[src/rtl/mux4_rr_arbiter.sv]
// -----------------------------------------------------------------------------
// mux4_rr_arbiter
//   Round-robin arbiter and sequencer for a shared 4:1 32-bit word multiplexer.
//   One of four requesters is granted at a time. The select is registered and
//   drives an internal MUX4T1_32. The selected word is forwarded downstream over
//   a valid/ready handshake. A grant lasts at most MAX_BURST transfers, or ends
//   earlier if the owner drops its request. Every hand-off passes through one
//   IDLE cycle.
//
// Parameters
//   MAX_BURST  transfers per grant before forced release (1..255)
//   CNT_W      beat counter width, must hold MAX_BURST
//
// Ports
//   clk         in   system clock, rising edge
//   rst         in   synchronous active-high reset
//   req[3:0]    in   request per requester (req[i] = din_i valid)
//   din0..din3  in   32-bit words of requesters 0..3
//   dout_ready  in   downstream accepts dout this cycle
//   lock        in   (ARB_LOCK_EN only) hold the grant past MAX_BURST
//   gnt[3:0]    out  one-hot grant, registered
//   sel[1:0]    out  index of granted requester, registered, exported
//   dout[31:0]  out  word selected by sel (combinational through the mux)
//   dout_valid  out  dout carries a valid word
//   busy        out  arbiter is in GRANT
//
// Configuration macro
//   ARB_LOCK_EN  adds the lock input. While lock=1 in GRANT, the MAX_BURST
//                release is suppressed and the beat count saturates.
// -----------------------------------------------------------------------------

// Plain 4:1 32-bit word multiplexer shared with other consumers of sel.
module MUX4T1_32 (
  input  logic [1:0]  sel,
  input  logic [31:0] d0,
  input  logic [31:0] d1,
  input  logic [31:0] d2,
  input  logic [31:0] d3,
  output logic [31:0] y
);
  always_comb begin
    unique case (sel)
      2'd0:    y = d0;
      2'd1:    y = d1;
      2'd2:    y = d2;
      default: y = d3;
    endcase
  end
endmodule

module mux4_rr_arbiter #(
  parameter int MAX_BURST = 4,
  parameter int CNT_W     = 8
) (
  input  logic        clk,
  input  logic        rst,
  input  logic [3:0]  req,
  input  logic [31:0] din0,
  input  logic [31:0] din1,
  input  logic [31:0] din2,
  input  logic [31:0] din3,
  input  logic        dout_ready,
`ifdef ARB_LOCK_EN
  input  logic        lock,
`endif
  output logic [3:0]  gnt,
  output logic [1:0]  sel,
  output logic [31:0] dout,
  output logic        dout_valid,
  output logic        busy
);

  typedef enum logic {IDLE, GRANT} state_t;

  localparam logic [CNT_W-1:0] LAST_BEAT = CNT_W'(MAX_BURST - 1);

  state_t           state_q, state_d;
  logic [3:0]       gnt_q,   gnt_d;
  logic [1:0]       sel_q,   sel_d;
  logic [1:0]       ptr_q,   ptr_d;
  logic [CNT_W-1:0] beat_q,  beat_d;

  logic       xfer;
  logic       last_beat;
  logic       burst_rel_ok;
  logic       release_grant;
  logic       pick_valid;
  logic [1:0] pick_idx;

  // Rotating priority scan starting at ptr. The loop walks from the farthest
  // offset down to ptr itself, so the nearest set request is assigned last.
  always_comb begin
    // NOTE: every variable assigned in a combinational block gets a default
    // first; otherwise a path that skips the assignment infers a latch.
    pick_valid = 1'b0;
    pick_idx   = ptr_q;
    for (int k = 3; k >= 0; k--) begin
      if (req[ptr_q + 2'(k)]) begin
        pick_valid = 1'b1;
        pick_idx   = ptr_q + 2'(k);
      end
    end
  end

`ifdef ARB_LOCK_EN
  assign burst_rel_ok = ~lock;
`else
  assign burst_rel_ok = 1'b1;
`endif

  assign xfer          = dout_valid & dout_ready;
  assign last_beat     = (beat_q == LAST_BEAT);
  // Withdrawal and the last beat landing together is still one release.
  assign release_grant = ~req[sel_q] | (xfer & last_beat & burst_rel_ok);

  // State register
  always_ff @(posedge clk) begin
    // NOTE: sequential state uses non-blocking assignments so that every
    // register samples the values from before the edge.
    if (rst) begin
      state_q <= IDLE;
      gnt_q   <= '0;
      sel_q   <= '0;
      ptr_q   <= '0;
      beat_q  <= '0;
    end else begin
      state_q <= state_d;
      gnt_q   <= gnt_d;
      sel_q   <= sel_d;
      ptr_q   <= ptr_d;
      beat_q  <= beat_d;
    end
  end

  // Next-state logic
  always_comb begin
    state_d = state_q;
    gnt_d   = gnt_q;
    sel_d   = sel_q;
    ptr_d   = ptr_q;
    beat_d  = beat_q;
    unique case (state_q)
      IDLE: begin
        gnt_d = '0;
        if (pick_valid) begin
          state_d = GRANT;
          gnt_d   = 4'b0001 << pick_idx;
          sel_d   = pick_idx;
          beat_d  = '0;
        end
      end
      GRANT: begin
        if (release_grant) begin
          state_d = IDLE;
          gnt_d   = '0;
          beat_d  = '0;
          ptr_d   = sel_q + 2'd1;
        end else if (xfer && !last_beat) begin
          // On a locked last beat the count saturates instead of wrapping.
          beat_d = beat_q + 1'b1;
        end
      end
      default: state_d = IDLE;
    endcase
  end

  // Output logic. The reset term keeps the reset cycle from counting a beat.
  always_comb begin
    busy       = (state_q == GRANT);
    dout_valid = busy & req[sel_q] & ~rst;
  end

  assign gnt = gnt_q;
  assign sel = sel_q;

  MUX4T1_32 u_mux (
    .sel (sel_q),
    .d0  (din0),
    .d1  (din1),
    .d2  (din2),
    .d3  (din3),
    .y   (dout)
  );

endmodule

[config.mk]
export PLATFORM = sky130hd
export DESIGN_NAME = mux4_rr_arbiter
export DESIGN_NICKNAME = d
export VERILOG_FILES = /design/src/rtl/mux4_rr_arbiter.sv
export SDC_FILE = /design/constraint.sdc
export NUM_CORES = 1
export LEC_CHECK = 0
export CAP_MARGIN = 20
export CORE_MARGIN = 2
export CORE_UTILIZATION = 30
export CTS_CLUSTER_SIZE = 28
export DETAILED_ROUTE_END_ITERATION = 10
export GPL_TIMING_DRIVEN = 0
export PLACE_DENSITY = 0.82
export SYNTH_ARGS = -nofsm -noshare
export SYNTH_HDL_FRONTEND = slang
export SYNTH_HIERARCHICAL = 1
export SYNTH_SLANG_ARGS = --single-unit
[constraint.sdc]
create_clock -name clk -period 2.65 [get_ports clk]
set_input_delay 0.3975 -clock clk [delete_from_list [all_inputs] [get_ports clk]]
set_output_delay 0.3975 -clock clk [all_outputs]
set_load 0.02 [all_outputs]
==> run_summary.xml <==
<?xml version="1.0" encoding="UTF-8"?>
<metrics>
  <group name="clock_tree">
    <metric name="cts.reportedPaths.clkPinSlew" unit="ps">60</metric>
    <metric name="post_cts_resized" unit="">1</metric>
    <metric name="hold_buffers" unit="">0</metric>
    <metric name="cts_made_buffers" unit="">3</metric>
    <metric name="ctsLongestPathBuffers" unit="">2</metric>
    <metric name="tritoncts" unit="">yes</metric>
    <metric name="root_buffer" unit="">sky130_fd_sc_hd__clkbuf_8</metric>
    <metric name="cts-htree-levels" unit="">1</metric>
    <metric name="worstSkewPairLatency" unit="ps">250</metric>
    <metric name="clock-sinks" unit="">17</metric>
    <metric name="cts_setup_buffers" unit="">0</metric>
  </group>
  <group name="synthesis">
    <metric name="yosys_register_bits" unit="">17</metric>
    <metric name="synth_nets" unit="">287</metric>
    <metric name="yosys.cell_types.count" unit="">40</metric>
    <metric name="ys.flop_type" unit="">sky130_fd_sc_hd__dfxtp_1</metric>
    <metric name="async_flop_share" unit="">0</metric>
    <metric name="synth_area_per_cell" unit="µm²">11.6</metric>
    <metric name="post_synth_inst_count" unit="">151</metric>
    <metric name="synth-warning-count" unit="">6</metric>
    <metric name="number_of_enable_type_register_cells_in_the_synthesized_netlist" unit="">0</metric>
    <metric name="syn-cell-area" unit="µm²">1760</metric>
    <metric name="synth.yosys.seq_area_share" unit="">0.194</metric>
  </group>
  <group name="pwr">
    <metric name="sw_frac_of_total" unit="">0.326</metric>
    <metric name="internal" unit="W">0.000855</metric>
    <metric name="power_leakage" unit="nW">1.26</metric>
    <metric name="seq_power_share" unit="">0.227</metric>
    <metric name="power.clock.fraction" unit="">0.150</metric>
    <metric name="comb_power_share" unit="">0.623</metric>
    <metric name="pwr_density_cell" unit="nW/µm²">351</metric>
    <metric name="switching_power" unit="W">0.000414</metric>
    <metric name="peakVddDrop" unit="µV">360</metric>
  </group>
  <group name="worst_setup_path">
    <metric name="reg2regPathDepth" unit="">5</metric>
    <metric name="r2r-end" unit="">gnt[1]</metric>
    <metric name="critPathRequiredTime" unit="ps">2250</metric>
    <metric name="crit_path_start_kind" unit="">flop</metric>
    <metric name="worst_r2r_startpoint" unit="">sel[1]</metric>
    <metric name="crit_path_end_kind" unit="">primary output</metric>
    <metric name="timing.reg2reg.setup_slack" unit="ps">700</metric>
    <metric name="cp_max_fo" unit="">10</metric>
    <metric name="timing.setup.critical_path_class" unit="">reg2out</metric>
    <metric name="critPathArrivalTime" unit="ps">2140</metric>
  </group>
  <group name="layout">
    <metric name="post_layout_nonfiller_instances" unit="">400</metric>
    <metric name="mostFrequentLayoutCells" unit="">172 x sky130_fd_sc_hd__clkdlybuf4s50_1, 31 x sky130_fd_sc_hd__mux4_2, 17 x sky130_fd_sc_hd__dfxtp_1</metric>
    <metric name="stdcell_area" unit="µm²">3620</metric>
    <metric name="layout.cells.most_common" unit="">sky130_fd_sc_hd__clkdlybuf4s50_1</metric>
    <metric name="finalCoreUtilization" unit="">0.650</metric>
    <metric name="drive_gt1_frac" unit="">0.146</metric>
    <metric name="fin_nets" unit="">465</metric>
    <metric name="diodes" unit="">0</metric>
    <metric name="synth_to_layout_area_growth" unit="%">106</metric>
  </group>
  <group name="place">
    <metric name="port_buffers" unit="">173</metric>
    <metric name="place_area" unit="µm²">3580</metric>
    <metric name="place_inst" unit="">396</metric>
    <metric name="post-dp-hpwl" unit="µm">6990</metric>
    <metric name="globalplace.congestion" unit="">0.831</metric>
  </group>
  <group name="hold_path">
    <metric name="hold_path_start" unit="">gnt[2]</metric>
    <metric name="min_delay_worst_endpoint" unit="">gnt[2]</metric>
    <metric name="min-delay-path-class" unit="">reg2reg</metric>
    <metric name="hold_path_depth" unit="">2</metric>
  </group>
  <group name="detailed_routing">
    <metric name="drc_errors" unit="">0</metric>
    <metric name="vias_cell" unit="">5.37</metric>
    <metric name="drt-initial-drc-count" unit="">72</metric>
    <metric name="wl_per_cell" unit="µm">20.4</metric>
    <metric name="first_pass_iters" unit="">7</metric>
    <metric name="detailroute.via_count" unit="">2148</metric>
    <metric name="route.final.wire_length" unit="µm">8160</metric>
    <metric name="antenna_violating_nets_post_route" unit="">0</metric>
  </group>
  <group name="global_routing">
    <metric name="grt_pass1_vias" unit="">2249</metric>
    <metric name="grt_antenna_before_repair" unit="">0</metric>
    <metric name="grt_pass1_wl" unit="µm">11800</metric>
    <metric name="track_usage" unit="">0.243</metric>
    <metric name="pin_count_of_the_biggest_net_entering_global_routing" unit="">11</metric>
    <metric name="grt_overflow_total" unit="">0</metric>
  </group>
  <group name="timing">
    <metric name="timing.hold.ws" unit="ps">456</metric>
    <metric name="rsz0062_at_grt" unit="">false</metric>
    <metric name="worst_clk_skew" unit="ps">1.53</metric>
    <metric name="post-route-min-period" unit="ps">2540</metric>
    <metric name="timing.slew.headroom" unit="">0.550</metric>
    <metric name="layout_worst_path_cycle_share" unit="">0.957</metric>
    <metric name="max_slew.worst_pin.slew" unit="ps">675</metric>
    <metric name="fmaxAchievable" unit="MHz">394</metric>
    <metric name="slew_violations" unit="">0</metric>
    <metric name="hold_violations" unit="">0</metric>
    <metric name="report.final.setup_viol" unit="">0</metric>
  </group>
  <group name="floorplanning">
    <metric name="die_extent_in_y" unit="µm">80.5</metric>
    <metric name="initial_utilization" unit="">0.315</metric>
    <metric name="fp.dieW" unit="µm">80.5</metric>
    <metric name="io-pin-count" unit="">175</metric>
    <metric name="row_count" unit="">27</metric>
    <metric name="floorplan.core_area" unit="µm²">5570</metric>
    <metric name="design.die.area" unit="µm²">6480</metric>
  </group>
  <group name="job">
    <metric name="max-cap-violations" unit="">0</metric>
  </group>
  <group name="run_status">
    <metric name="status" unit="">completed</metric>
  </group>
</metrics>
[cell families after synthesis]
group / count (synthesis) / synth area share
fa+ha+maj: 1 / 0.00713
xor+xnor: 1 / 0.00499
mux: 35 / 0.439
compound gates: 30 / 0.113
buf+inv: 17 / 0.0727
simple gates: 50 / 0.170
flops: 17 / 0.194
[through the flow]
step           setup TNS [ps]  total power, W  setup slack (ps)
4_1_cts                     0         0.00127               116
2_1_floorplan               0        0.000670               835
5_1_grt                     0         0.00133              30.4
3_5_place_dp            -27.9         0.00109             -27.9
3_3_place_gp            -18.1         0.00107             -18.1
6_report                    0         0.00127               113
[flip-flops by register name (all words and copies together), names as in the netlist]
register	flops
ptr_q	2
beat_q	8
busy	1
sel	2
gnt	4
[routing by layer]
layer	routed length (µm)	GRT usage	up-vias
li1	-	-	980
met1	2780	0.263	1026
met2	4130	0.443	113
met3	874	0.0618	29
met4	380	0.110	0
met5	0	0	-
[worst max-delay path by stage]
stage	startpoint	to	slack, ps	depth (start not counted)
final	sel[0]	dout[1]	110	4
after global routing	sel[0]	dout[1]	30	4
after CTS	sel[0]	dout[1]	120	4
after detailed placement	req[3]	dout_valid	-30	5
after global placement	req[0]	dout_valid	-20	5
after floorplan	sel[0]	dout[0]	840	3
[final cells by class]
class                           count  area, µm²
Fill cell                         449       1950
Timing Repair Buffer              173       1730
Multi-Input combinational cell    117       1290
Sequential cell                    17        340
Buffer                             12        109
Tap cell                           72       90.1
Clock buffer                        4       45.0
Inverter                            5       18.8
[power by group through the flow]
stage	sequential (W)	clock (W)	combinational [W]
after floorplan	0.000300	0	0.000370
after global placement	0.000292	0	0.000780
after detailed placement	0.000293	0	0.000794
after CTS	0.000287	0.000190	0.000796
after global routing	0.000290	0.000203	0.000832
final	0.000288	0.000190	0.000792
[critical path, cell delays in order (launching register included)]
cell and delay [ps]:
sky130_fd_sc_hd__dfxtp_1 460, sky130_fd_sc_hd__buf_6 200, sky130_fd_sc_hd__buf_12 150, sky130_fd_sc_hd__mux4_2 500, sky130_fd_sc_hd__clkdlybuf4s50_1 580
[synthesized netlist by cell type, types with 2 or more instances]
cell type,n,area share
sky130_fd_sc_hd__o22ai_1,3,0.011
sky130_fd_sc_hd__nand2b_1,2,0.0071
sky130_fd_sc_hd__mux4_1,2,0.030
sky130_fd_sc_hd__inv_1,5,0.011
sky130_fd_sc_hd__nand3_1,5,0.014
sky130_fd_sc_hd__nand2_1,6,0.013
sky130_fd_sc_hd__nor2b_1,3,0.011
sky130_fd_sc_hd__mux2i_1,2,0.011
sky130_fd_sc_hd__nand3b_1,2,0.0086
sky130_fd_sc_hd__a211oi_1,2,0.0086
sky130_fd_sc_hd__buf_12,3,0.034
sky130_fd_sc_hd__o21a_1,2,0.0086
sky130_fd_sc_hd__o21ai_0,8,0.023
sky130_fd_sc_hd__nor2_1,9,0.019
sky130_fd_sc_hd__buf_2,5,0.014
sky130_fd_sc_hd__dfxtp_1,17,0.19
sky130_fd_sc_hd__nor4_1,5,0.018
sky130_fd_sc_hd__mux4_2,31,0.40
sky130_fd_sc_hd__or4b_1,2,0.011
sky130_fd_sc_hd__and3_1,4,0.014
sky130_fd_sc_hd__o21ai_1,4,0.011
sky130_fd_sc_hd__clkbuf_1,2,0.0043
sky130_fd_sc_hd__nor3_1,4,0.011
sky130_fd_sc_hd__a21oi_1,7,0.020
Note: power is estimated with default switching activity, not from simulation.
